[src/rtl/rpr0521rs_pkg.sv]
// rtl/rpr0521rs_pkg.sv - RPR0521RS register map, reset defaults and responder FSM encoding
package rpr0521rs_pkg;

  localparam logic [6:0] DEV_ADDR_DEFAULT = 7'h38;

  localparam logic [7:0] REG_SYSCTRL     = 8'h40;
  localparam logic [7:0] REG_MODE_CTRL   = 8'h41;
  localparam logic [7:0] REG_ALS_PS_CTRL = 8'h42;
  localparam logic [7:0] REG_PS_CTRL     = 8'h43;
  localparam logic [7:0] REG_PS_LSB      = 8'h44;
  localparam logic [7:0] REG_PS_MSB      = 8'h45;
  localparam logic [7:0] REG_ALS0_LSB    = 8'h46;
  localparam logic [7:0] REG_ALS0_MSB    = 8'h47;
  localparam logic [7:0] REG_ALS1_LSB    = 8'h48;
  localparam logic [7:0] REG_ALS1_MSB    = 8'h49;
  localparam logic [7:0] REG_MANUF       = 8'h92;

  localparam logic [7:0] MODE_CTRL_RST   = 8'h00;
  localparam logic [7:0] ALS_PS_CTRL_RST = 8'h02;
  localparam logic [7:0] PS_CTRL_RST     = 8'h01;

  localparam logic [3:0] ST_IDLE      = 4'd0;
  localparam logic [3:0] ST_ADDR      = 4'd1;
  localparam logic [3:0] ST_ADDR_ACK  = 4'd2;
  localparam logic [3:0] ST_REG       = 4'd3;
  localparam logic [3:0] ST_REG_ACK   = 4'd4;
  localparam logic [3:0] ST_WDATA     = 4'd5;
  localparam logic [3:0] ST_WDATA_ACK = 4'd6;
  localparam logic [3:0] ST_RDATA     = 4'd7;
  localparam logic [3:0] ST_RD_MACK   = 4'd8;
  localparam logic [3:0] ST_IGNORE    = 4'd9;

  function automatic logic is_ctrl_reg(input logic [7:0] addr);
    return (addr == REG_MODE_CTRL) || (addr == REG_ALS_PS_CTRL) || (addr == REG_PS_CTRL);
  endfunction

endpackage

[src/rtl/i2c_bus_monitor.sv]
// rtl/i2c_bus_monitor.sv - SCL/SDA synchronizers with START/STOP and SCL edge pulses
module i2c_bus_monitor #(
  parameter int SYNC_STAGES = 2
) (
  input  logic clk,
  input  logic rst,
  input  logic scl_i,
  input  logic sda_i,
  output logic sda,
  output logic start,
  output logic stop,
  output logic scl_rise,
  output logic scl_fall
);

  logic [SYNC_STAGES-1:0] scl_sync;
  logic [SYNC_STAGES-1:0] sda_sync;
  logic                   scl;
  logic                   scl_d;
  logic                   sda_d;

  // Idle-bus reset values so releasing reset never looks like an edge.
  always_ff @(posedge clk) begin
    if (rst) begin
      scl_sync <= '1;
      sda_sync <= '1;
      scl_d    <= 1'b1;
      sda_d    <= 1'b1;
    end else begin
      scl_sync <= {scl_sync[SYNC_STAGES-2:0], scl_i};
      sda_sync <= {sda_sync[SYNC_STAGES-2:0], sda_i};
      scl_d    <= scl_sync[SYNC_STAGES-1];
      sda_d    <= sda_sync[SYNC_STAGES-1];
    end
  end

  assign scl      = scl_sync[SYNC_STAGES-1];
  assign sda      = sda_sync[SYNC_STAGES-1];
  assign start    = scl & scl_d & sda_d & ~sda;
  assign stop     = scl & scl_d & ~sda_d & sda;
  assign scl_rise = scl & ~scl_d;
  assign scl_fall = ~scl & scl_d;

endmodule

[src/rtl/rpr0521rs_i2c_responder.sv]
// rtl/rpr0521rs_i2c_responder.sv - I2C target emulating the RPR0521RS sensor register interface
module rpr0521rs_i2c_responder
  import rpr0521rs_pkg::*;
#(
  parameter logic [6:0] DEV_ADDR    = DEV_ADDR_DEFAULT,
  parameter logic [7:0] PART_ID     = 8'h0A,
  parameter logic [7:0] MANUF_ID    = 8'hE0,
  parameter int         SYNC_STAGES = 2,
  parameter int         HOLD_CYCLES = 2
) (
  input  logic        clk,
  input  logic        rst,
  input  logic        scl_i,
  input  logic        sda_i,
  output logic        sda_oe,
  input  logic [15:0] prox_in,
  input  logic [15:0] als0_in,
  input  logic [15:0] als1_in,
  output logic [7:0]  mode_ctrl,
  output logic [7:0]  als_ps_ctrl,
  output logic [7:0]  ps_ctrl,
  output logic        wr_strobe,
  output logic [7:0]  wr_addr,
  output logic        bus_active
);

  logic        sda;
  logic        start;
  logic        stop;
  logic        scl_rise;
  logic        scl_fall;

  logic [3:0]  state;
  logic [2:0]  bit_cnt;
  logic [6:0]  shreg;
  logic [7:0]  rx_byte;
  logic [7:0]  tx_byte;
  logic [7:0]  ptr;
  logic        rd_req;
  logic [47:0] snap;
  logic [7:0]  hold_cnt;
  logic        oe_pend;
  logic [7:0]  rd_data;

  i2c_bus_monitor #(.SYNC_STAGES(SYNC_STAGES)) u_mon (
    .clk      (clk),
    .rst      (rst),
    .scl_i    (scl_i),
    .sda_i    (sda_i),
    .sda      (sda),
    .start    (start),
    .stop     (stop),
    .scl_rise (scl_rise),
    .scl_fall (scl_fall)
  );

  assign rx_byte = {shreg, sda};

  always_comb begin
    rd_data = 8'h00;
    case (ptr)
      REG_SYSCTRL:     rd_data = PART_ID;
      REG_MODE_CTRL:   rd_data = mode_ctrl;
      REG_ALS_PS_CTRL: rd_data = als_ps_ctrl;
      REG_PS_CTRL:     rd_data = ps_ctrl;
      REG_PS_LSB:      rd_data = snap[39:32];
      REG_PS_MSB:      rd_data = snap[47:40];
      REG_ALS0_LSB:    rd_data = snap[23:16];
      REG_ALS0_MSB:    rd_data = snap[31:24];
      REG_ALS1_LSB:    rd_data = snap[7:0];
      REG_ALS1_MSB:    rd_data = snap[15:8];
      REG_MANUF:       rd_data = MANUF_ID;
      default:         rd_data = 8'h00;
    endcase
  end

  always_ff @(posedge clk) begin
    wr_strobe <= 1'b0;
    if (rst) begin
      state       <= ST_IDLE;
      bit_cnt     <= 3'd0;
      shreg       <= 7'd0;
      tx_byte     <= 8'h00;
      ptr         <= 8'h00;
      rd_req      <= 1'b0;
      snap        <= 48'd0;
      hold_cnt    <= 8'd0;
      oe_pend     <= 1'b0;
      sda_oe      <= 1'b0;
      mode_ctrl   <= MODE_CTRL_RST;
      als_ps_ctrl <= ALS_PS_CTRL_RST;
      ps_ctrl     <= PS_CTRL_RST;
      wr_addr     <= 8'h00;
      bus_active  <= 1'b0;
    end else if (stop) begin
      state      <= ST_IDLE;
      sda_oe     <= 1'b0;
      hold_cnt   <= 8'd0;
      bus_active <= 1'b0;
    end else if (start) begin
      state    <= ST_ADDR;
      bit_cnt  <= 3'd0;
      sda_oe   <= 1'b0;
      hold_cnt <= 8'd0;
    end else begin
      // SDA changes are queued at SCL fall and applied after the hold delay.
      if (hold_cnt != 8'd0) begin
        hold_cnt <= hold_cnt - 8'd1;
        if (hold_cnt == 8'd1) sda_oe <= oe_pend;
      end
      if (scl_fall && state != ST_IDLE) begin
        hold_cnt <= 8'(HOLD_CYCLES);
        case (state)
          ST_ADDR_ACK, ST_REG_ACK, ST_WDATA_ACK: oe_pend <= 1'b1;
          ST_RDATA:                              oe_pend <= ~tx_byte[3'd7 - bit_cnt];
          default:                               oe_pend <= 1'b0;
        endcase
      end
      if (scl_rise) begin
        case (state)
          ST_ADDR, ST_REG, ST_WDATA: begin
            shreg   <= rx_byte[6:0];
            bit_cnt <= bit_cnt + 3'd1;
            if (bit_cnt == 3'd7) begin
              if (state == ST_ADDR) begin
                if (rx_byte[7:1] == DEV_ADDR) begin
                  state      <= ST_ADDR_ACK;
                  bus_active <= 1'b1;
                  rd_req     <= rx_byte[0];
                  if (rx_byte[0]) snap <= {prox_in, als0_in, als1_in};
                end else begin
                  state      <= ST_IGNORE;
                  bus_active <= 1'b0;
                end
              end else if (state == ST_REG) begin
                ptr   <= rx_byte;
                state <= ST_REG_ACK;
              end else begin
                if (is_ctrl_reg(ptr)) begin
                  wr_strobe <= 1'b1;
                  wr_addr   <= ptr;
                  if (ptr == REG_MODE_CTRL)   mode_ctrl   <= rx_byte;
                  if (ptr == REG_ALS_PS_CTRL) als_ps_ctrl <= rx_byte;
                  if (ptr == REG_PS_CTRL)     ps_ctrl     <= rx_byte;
                end
                state <= ST_WDATA_ACK;
              end
            end
          end
          ST_ADDR_ACK: begin
            bit_cnt <= 3'd0;
            if (rd_req) begin
              state   <= ST_RDATA;
              tx_byte <= rd_data;
            end else begin
              state <= ST_REG;
            end
          end
          ST_REG_ACK: begin
            bit_cnt <= 3'd0;
            state   <= ST_WDATA;
          end
          ST_WDATA_ACK: begin
            bit_cnt <= 3'd0;
            ptr     <= ptr + 8'd1;
            state   <= ST_WDATA;
          end
          ST_RDATA: begin
            bit_cnt <= bit_cnt + 3'd1;
            // Pointer advances per byte sent, so a NACKed read still moves it.
            if (bit_cnt == 3'd7) begin
              state <= ST_RD_MACK;
              ptr   <= ptr + 8'd1;
            end
          end
          ST_RD_MACK: begin
            bit_cnt <= 3'd0;
            if (!sda) begin
              state   <= ST_RDATA;
              tx_byte <= rd_data;
            end else begin
              state <= ST_IGNORE;
            end
          end
          default: ;
        endcase
      end
    end
  end

endmodule
[config.mk]
export PLATFORM = sky130hd
export DESIGN_NAME = rpr0521rs_i2c_responder
export DESIGN_NICKNAME = d
export VERILOG_FILES = /design/src/rtl/rpr0521rs_pkg.sv /design/src/rtl/i2c_bus_monitor.sv /design/src/rtl/rpr0521rs_i2c_responder.sv
export SDC_FILE = /design/constraint.sdc
export NUM_CORES = 1
export LEC_CHECK = 0
export CORE_ASPECT_RATIO = 1.5
export CORE_MARGIN = 1.5
export CORE_UTILIZATION = 54
export DETAILED_ROUTE_END_ITERATION = 7
export GPL_ROUTABILITY_DRIVEN = 0
export PLACE_DENSITY = 0.86
export SLEW_MARGIN = 10
export SYNTH_ARGS = -nofsm -noshare
export SYNTH_HDL_FRONTEND = slang
export SYNTH_SLANG_ARGS = --single-unit
export TNS_END_PERCENT = 10
[constraint.sdc]
create_clock -name clk -period 2.21 [get_ports clk]
set_clock_uncertainty 0.15 [all_clocks]
set_input_delay 0.442 -clock clk [delete_from_list [all_inputs] [get_ports clk]]
set_output_delay 0.442 -clock clk [all_outputs]
set_load 0.1 [all_outputs]
==> flow_metrics.env <==
export IMPL_synth_avg_cell_area_um2=9.055
export IMPL_cp_data_arrival_time_ps=2370
export IMPL_min_period_ps=2177
export IMPL_hold_viol=0
export IMPL_netlist_instances=653
export IMPL_instances_no_fill=910
export IMPL_via_per_inst=6.073
export IMPL_min_period_over_period_pct=98.49
export IMPL_cts_tree="done"
export IMPL_fmax_mhz=459.4
export IMPL_dp_hpwl_um=11690
export IMPL_p_total_mw=6.271
export IMPL_vdd_ir_drop_max_mv=0.6038
export IMPL_cts_buffer_depth=2
export IMPL_fillers=727
export IMPL_critPathCaptureType="register"
export IMPL_relSlewSlack_pct=55.87
export IMPL_synth_edf_count=0
export IMPL_cts_htree_levels=4
export IMPL_wl_per_cell_um=18.96
export IMPL_worst_pin_slew_ps=661.1
export IMPL_synthMostInstantiatedCell="dfxtp_1"
export IMPL_grt_max_degree=44
export IMPL_num_io_pins=87
export IMPL_start_util_pct=55.53
export IMPL_path_cells="inv_1 -> ha_1 -> nor3b_2 -> nand4_1 -> a211o_1 -> o31ai_1"
export IMPL_fp_dieArea_um2=11600
export IMPL_regToRegSetupSlack_ps=30
export IMPL_crit_type="register to register"
export IMPL_hold_path_class="input pin to register"
export IMPL_worst_slack_ps=33.46
export IMPL_cp_start_kind="register"
export IMPL_place_ws_ps=61.71
export IMPL_diodes=0
export IMPL_drc=1
export IMPL_yosysTopAreaCell="dfxtp_1"
export IMPL_fin_nets=814
export IMPL_violations="DRC"
export IMPL_syn_cell_area_um2=5913
export IMPL_report_final_slew_viol_count=0
export IMPL_synth_distinct_cells=59
export IMPL_grt_first_pass_wirelength_um=26930
export IMPL_drt_iter0_drc=757
export IMPL_cts_root_buf="clkbuf_16"
export IMPL_status="complete, but fails checks"
export IMPL_async_flop_share_pct=0
export IMPL_die_x_um=88.44
export IMPL_syn_nets=714
export IMPL_cts_sinks=129
export IMPL_setup_violations=0
export IMPL_grt_total_usage_pct=29.83
export IMPL_routed_wl_um=17250
export IMPL_yosys_warnings=0
export IMPL_cts_buffers=17
export IMPL_cp_required_ps=2400
export IMPL_whs_ps=205.9
export IMPL_cp_max_fo=8
export IMPL_die_height_um=131.2
export IMPL_ys_seq_elements=129
export IMPL_clk_pin_slew_ps=60
export IMPL_synth_commonest_cells="dfxtp_1, nor2_1, mux2i_1"
export IMPL_ys_flop_type="dfxtp_1"
export IMPL_power_leakage_nw=2.900
export IMPL_grt_overflow_total=0
export IMPL_ys_seq_area_share_pct=43.67
export IMPL_power_density_nw_per_um2=817.8
export IMPL_firstDrtPassIters=8
export IMPL_final_core_util_pct=72.02
export IMPL_drive_gt1_share_pct=17.62
export IMPL_io_buffers=86
export IMPL_clock_latency_ps=420
export IMPL_antenna_found_initial=0
export IMPL_vias=5526
export IMPL_grt_pass1_vias=5582
export IMPL_synth_top_cell_area_share_pct=43.67
export IMPL_synthToLayoutAreaGrowth_pct=29.69
export IMPL_drtAntennaViolNets=0
export IMPL_coreArea_um2=10650
export IMPL_worst_path_max_delay_cell="a211o_1"
export IMPL_setup_tns_final_ps=0
export IMPL_cpPeakStageDelay_ps=420
export IMPL_dpl_cell_area_um2=6942
export IMPL_synthTopCellsByArea="dfxtp_1, mux2i_1, nor2_1"
export IMPL_cap_violations=0
export IMPL_stdcell_area_um2=7669
export IMPL_std_cell_rows=46
export IMPL_cts_setup_buffers=0
export IMPL_placed_cells=878
-- critical path, delay by kind of cell, from the launching register on --
family	cells	cell delay [ps]
compound gates	2	660
simple gates	2	580
flops	1	350
fa+ha+maj	1	250
buf+inv	1	110
-- final timing paths --
path                startpoint           endpoint  cells after the start
min reg2reg  u_mon.scl_sync[0]  u_mon.scl_sync[1]                      1
max reg2reg             ptr[0]         tx_byte[4]                      6
min                        rst         bit_cnt[2]                      2
max                     ptr[0]         tx_byte[4]                      6
-- logic make-up after synthesis --
group | synth area share [%]
and+or+nand+nor | 20.21
AOI/OAI and AO/OA | 14.24
DFF | 43.67
muxes | 13.99
buffers and inverters | 4.655
xor gates and xnor gates | 1.333
adders and majority gates | 1.904
-- flip-flops by register name, summed over array words and instances, names as in the netlist, 2 cells and up --
signal	cells
shreg	7
bit_cnt	3
ptr	8
u_mon.sda_sync	2
als_ps_ctrl	8
u_mon.scl_sync	2
snap	48
tx_byte	8
wr_addr	8
mode_ctrl	8
hold_cnt	8
ps_ctrl	8
state	4
-- power by group --
part           internal [mW]  leakage, nW  total, mW  switching (mW)
sequential              2.40         1.04       2.47          0.0714
clock                   2.09        0.319       3.15            1.06
combinational          0.310         1.54      0.644           0.333
total                   4.81         2.90       6.27            1.46
-- area by class of cell --
cell class,count,area (µm²),share of cell area (%)
multi-input cells,469,3099,40.41
flip-flops and latches,129,2587,33.74
repair buffers,124,1086,14.16
clock buffers,20,466.7,6.086
clock inverters,12,203.9,2.659
well taps,144,180.2,2.349
inverters,12,45.04,0.5874
-- metal layers --
| metal | vias to the layer above | track usage, % | routed length, µm |
|---|---|---|---|
| li1 | 2521 | - | - |
| met1 | 2608 | 31.36 | 6124 |
| met2 | 310 | 51.48 | 8910 |
| met3 | 87 | 7.475 | 1224 |
| met4 | 0 | 18.49 | 994 |
| met5 | - | 0 | 0 |
-- timing repair --
| action | 4_1_cts | 5_1_grt |
|---|---|---|
| endpoints found under the setup margin | 0 | 67 |
| hold buffers | 0 | 0 |
| gates resized for setup | 0 | 14 |
-- cell usage in the layout, fill, tap and decap left out, drive strengths merged, types with 3 or more instances in the layout --
cell type / count
dfxtp: 129
nor2: 105
mux2i: 77
buf: 74
clkdlybuf4s50: 50
nand2: 46
a21oi: 40
o21ai: 26
clkbuf: 20
nand3: 19
a22oi: 15
inv: 13
nor2b: 10
a221oi: 9
nor3: 9
ha: 9
or2: 8
xnor2: 7
and2: 6
and3b: 5
nand2b: 5
a211oi: 5
bufinv: 5
o31ai: 5
nor4: 4
nand4: 4
or3: 4
a22o: 4
nor3b: 4
a31oi: 3
and3: 3
a222oi: 3
clkinvlp: 3
a311oi: 3
clkinv: 3
(Power assumes the default switching activity.)
